`config.mk`:
```
export PLATFORM = sky130hd
export DESIGN_NAME = estagio_id_ex
export DESIGN_NICKNAME = d
export VERILOG_FILES = /design/src/rtl/estagio_id_ex.sv
export SDC_FILE = /design/constraint.sdc
export NUM_CORES = 1
export LEC_CHECK = 0
export CAP_MARGIN = 20
export CORE_AREA = 2 2 117 119
export DETAILED_ROUTE_END_ITERATION = 10
export DIE_AREA = 0 0 119 121
export HOLD_SLACK_MARGIN = 0.08
export PLACE_DENSITY_LB_ADDON = 0.3
export SYNTH_ARGS = -nofsm -noshare
export SYNTH_HDL_FRONTEND = slang
export SYNTH_SLANG_ARGS = --single-unit
```
`constraint.sdc`:
```
create_clock -name clock -period 2.38 [get_ports clock]
set_clock_uncertainty 0.1 [all_clocks]
set_input_delay 0.714 -clock clock [delete_from_list [all_inputs] [get_ports clock]]
set_output_delay 0.714 -clock clock [all_outputs]
set_load 0.02 [all_outputs]
```
`src/rtl/estagio_id_ex.sv`:
```
// estagio_id_ex: ID/EX pipeline register with operand bypass, immediate extension and ULA op decode (bypass enabled by ESTAGIO_ID_EX_FWD_EN)
module estagio_id_ex (
    input  logic        clock,
    input  logic        reset,
    input  logic        stall,
    input  logic        flush,
    input  logic        in_valid,
    input  logic        in_reg_write,
    input  logic        reg_dst,
    input  logic        alu_src,
    input  logic [1:0]  alu_op,
    input  logic [5:0]  opcode,
    input  logic [5:0]  funct,
    input  logic [15:0] imm,
    input  logic [4:0]  rs_idx,
    input  logic [4:0]  rt_idx,
    input  logic [4:0]  rd_idx,
    input  logic [31:0] rs_data,
    input  logic [31:0] rt_data,
    input  logic        exmem_wr,
    input  logic [4:0]  exmem_rd,
    input  logic [31:0] exmem_val,
    input  logic        memwb_wr,
    input  logic [4:0]  memwb_rd,
    input  logic [31:0] memwb_val,
    output logic [31:0] ula_a,
    output logic [31:0] ula_b,
    output logic [3:0]  ula_op,
    output logic        out_valid,
    output logic        out_reg_write,
    output logic [4:0]  out_dest,
    output logic [31:0] out_store,
    output logic        out_illegal
);
    logic [31:0] rs_sel, rt_sel, imm_ext;
    logic [3:0]  funct_op, imm_op, op_next;
    logic        illegal_next;

`ifdef ESTAGIO_ID_EX_FWD_EN
    // EX/MEM has the newer value, so it is checked first; register 0 is hardwired and never bypassed
    assign rs_sel = (rs_idx != 5'd0 && exmem_wr && exmem_rd == rs_idx) ? exmem_val :
                    (rs_idx != 5'd0 && memwb_wr && memwb_rd == rs_idx) ? memwb_val : rs_data;
    assign rt_sel = (rt_idx != 5'd0 && exmem_wr && exmem_rd == rt_idx) ? exmem_val :
                    (rt_idx != 5'd0 && memwb_wr && memwb_rd == rt_idx) ? memwb_val : rt_data;
`else
    logic unused_bypass;
    assign unused_bypass = ^{exmem_wr, exmem_rd, exmem_val, memwb_wr, memwb_rd, memwb_val};
    assign rs_sel = rs_data;
    assign rt_sel = rt_data;
`endif

    // logical immediates (andi/ori) zero-extend, everything else sign-extends
    assign imm_ext = (opcode == 6'b001100 || opcode == 6'b001101) ? {16'd0, imm} : {{16{imm[15]}}, imm};

    // decode the ULA operation from alu_op, funct (R-type) or opcode (immediate ops)
    always_comb begin
        funct_op = 4'b1111;
        imm_op   = 4'b0010;
        case (funct)
            6'b100000: funct_op = 4'b0010;
            6'b100010: funct_op = 4'b0110;
            6'b100100: funct_op = 4'b0000;
            6'b100101: funct_op = 4'b0001;
            6'b101010: funct_op = 4'b0111;
            6'b100111: funct_op = 4'b1100;
            default:   funct_op = 4'b1111;
        endcase
        case (opcode)
            6'b001100: imm_op = 4'b0000;
            6'b001101: imm_op = 4'b0001;
            6'b001010: imm_op = 4'b0111;
            default:   imm_op = 4'b0010;
        endcase
        op_next = alu_op == 2'b00 ? 4'b0010 :
                  alu_op == 2'b01 ? 4'b0110 :
                  alu_op == 2'b10 ? funct_op : imm_op;
        illegal_next = in_valid && alu_op == 2'b10 && funct_op == 4'b1111;
    end

    // reset and flush both clear the stage; stall holds; otherwise capture the decoded instruction
    always_ff @(posedge clock) begin
        if (reset || flush) begin
            ula_a         <= '0;
            ula_b         <= '0;
            ula_op        <= '0;
            out_valid     <= 1'b0;
            out_reg_write <= 1'b0;
            out_dest      <= '0;
            out_store     <= '0;
            out_illegal   <= 1'b0;
        end else if (!stall) begin
            ula_a         <= rs_sel;
            ula_b         <= alu_src ? imm_ext : rt_sel;
            ula_op        <= op_next;
            out_valid     <= in_valid;
            out_reg_write <= in_reg_write & in_valid;
            out_dest      <= reg_dst ? rd_idx : rt_idx;
            out_store     <= rt_sel;
            out_illegal   <= illegal_next;
        end
    end
endmodule

```
==> results.json <==
{
  "status": "finished clean",
  "synth_area_leader_cell": "dfxtp_1",
  "die-height_um": 121,
  "yosysUniqueCellTypes": 30,
  "nets": 846,
  "crit_path_start_kind": "flip-flop",
  "crit_required_ns": 1.57,
  "diodes": 0,
  "initial_core_util_pct": 33.4,
  "worst-setup-path-type": "reg -> out",
  "cts-resized-gates": 0,
  "hold_buffers": 0,
  "synth_cells": 450,
  "drtPass1Iterations": 4,
  "reg2reg_from": "ula_op[1]",
  "synth_area_sq_um": 4370,
  "synth_edf_count": 0,
  "synth_most_common_cell": "nor2_1",
  "fin_crit_sh_pct": 90.4,
  "clock.fmax_ghz": 0.465,
  "netlist.area_leader.share_pct": 49.5,
  "synth_commonest_cells": "nor2_1 (111), dfxtp_1 (108), mux2i_1 (86)",
  "dp_hpwl_mm": 8.80,
  "via_per_inst": 4.69,
  "cp-end-kind": "output port",
  "drt-wirelength-per-cell_um": 14.1,
  "syn_avg_cell_area_sq_um": 9.71,
  "wirelength_mm": 11.8,
  "drcViolationCount": 0,
  "hold_path_class": "reg -> reg",
  "grt_max_degree": 54,
  "layout_setup_ws_ns": 0.229,
  "gp_congestion": 0.752,
  "die_area_sq_um": 14400,
  "synth_warnings": 0,
  "antenna_found_initial": 0,
  "syn-num-nets": 643,
  "ios": 301,
  "synthArstFlopShare_pct": 0,
  "clock_latency_ns": 0.34,
  "tns_ns": 0,
  "slew_viol_final": 0,
  "leakage_uw": 0.00276,
  "cap_violations": 0,
  "root_buffer": "clkbuf_16",
  "clock_path_buffers": 2,
  "worstPathArrival_ns": 1.34,
  "finalSetupViolCount": 0,
  "cts_buffers": 9,
  "track_usage_pct": 16.4,
  "post-cts-setup-buffer-count": 0,
  "cp_slowest_stage_delay_ns": 0.66,
  "htreeDepth": 3,
  "ys.flop_type": "dfxtp_1",
  "postRouteAntennaNets": 0,
  "crit_start": "ula_b[11]",
  "relSlewSlack_pct": 71.2,
  "fillerInstances": 1176,
  "cts_tree": "yes",
  "fin_crit_ns": 2.15,
  "core_area_sq_um": 13100,
  "rows": 42,
  "hold_viol_final": 0,
  "crit_fanout": 2,
  "ys_seq_area_share_pct": 49.5,
  "die_w_um": 119,
  "powerDensity_nw_per_um2": 608,
  "tightest_slew_ns": 0.432,
  "worstHoldStart": "ula_op[2]",
  "r2r_slack_ns": 1.55,
  "cp_num_buf_inv": 1,
  "area_delta_synth_final_pct": 60.3,
  "dr_total_vias": 3911,
  "cts_sinks": 108,
  "first_global_vias": 3886,
  "drtIter0Drc": 198,
  "clk_pin_slew_ns": 0.06,
  "rsz0062_at_grt": "no",
  "ir_worst_vdd_mv": 0.296,
  "worst_path_max_delay_cell": "clkdlybuf4s50_1",
  "crit_chain": "clkdlybuf4s50_1",
  "drive_gt1_share_pct": 4.71,
  "grt_pass1_wl_mm": 18.9,
  "numPortBuffers": 219,
  "preCtsSetupSlack_ns": 0.180,
  "ys_ff_latch": 108,
  "synthTopCellsByArea": "dfxtp_1 (49%), mux2i_1 (20%), nor2_1 (9.5%)",
  "cp_top_family": "buffers and inverters",
  "globalRoute.totalOverflow": 0
}
[flip-flops by register name (all words and copies together) (netlist names)]
signal / count
ula_a: 32
out_reg_write: 1
out_valid: 1
out_dest: 5
out_illegal: 1
out_store: 32
ula_b: 32
ula_op: 4
[logic make-up (layout without fill, tap and decap cells)]
logic type	Yosys count	in the layout	synth area share (%)
compound gates	68	68	8.59
mux	86	86	19.7
buf+inv	39	247	6.22
simple gates	149	149	16.0
flops	108	108	49.5
[stage by stage]
stage / instance area [sq um] / hold slack (ns) / utilization [%] / std cells / power (uW)
floorplan: 4370 / 0.434 / - / 450 / 2280
global placement: 6670 / 0.355 / 51.0 / 818 / 2630
detailed placement: 6670 / 0.367 / 51.0 / 818 / 2650
CTS: 7000 / 0.378 / 53.5 / 834 / 4320
global route: 7000 / 0.409 / 53.5 / 834 / 4450
finish: 7000 / 0.372 / 53.5 / 834 / 4260
[layer usage]
| layer | routed length [um] | global-route usage, % |
|---|---|---|
| met4 | 192 | 6.25 |
| met5 | 0 | 0 |
| met3 | 874 | 5.69 |
| met2 | 5690 | 28.1 |
| met1 | 5010 | 18.9 |
[power breakdown]
| group | leakage (uW) | total [uW] | switching, uW | internal [uW] |
|---|---|---|---|---|
| Sequential | 0.000880 | 1900 | 30.7 | 1870 |
| Clock | 0.000163 | 1660 | 631 | 1030 |
| Combinational | 0.00172 | 702 | 310 | 392 |
[cell usage in the layout, fill, tap and decap left out, types with 2 or more instances in the layout]
master           instances
nor2_1                 111
mux2i_1                 86
nand3_1                  5
bufinv_16                3
clkdlybuf4s50_1        217
inv_1                    4
dfxtp_1                108
nand4_1                  2
buf_12                   7
nand2b_1                 3
a31oi_1                  2
o21ai_1                  3
a221oi_2                 2
nor3b_1                 18
clkbuf_16                9
clkinv_2                 2
clkbuf_1                 2
a21oi_1                 57
nand3b_1                 3
[final timing paths]
| check | endpoint | cells after the start |
|---|---|---|
| worst max-delay path | ula_b[11] | 1 |
| worst min-delay path | ula_op[2] | 2 |
| worst max register to register | ula_op[1] | 2 |
| worst min register to register | ula_op[2] | 2 |
[final cells by class]
type / instances / area [sq um] / share of cell area [%]
clock buffers: 11 / 233 / 3.32
inverters: 4 / 15.0 / 0.214
multi-input cells: 303 / 1940 / 27.7
repair buffers: 227 / 2340 / 33.4
well taps: 176 / 220 / 3.14
flip-flops and latches: 108 / 2160 / 30.9
clock inverters: 5 / 100 / 1.43
Power figures use the tool's default switching activity.
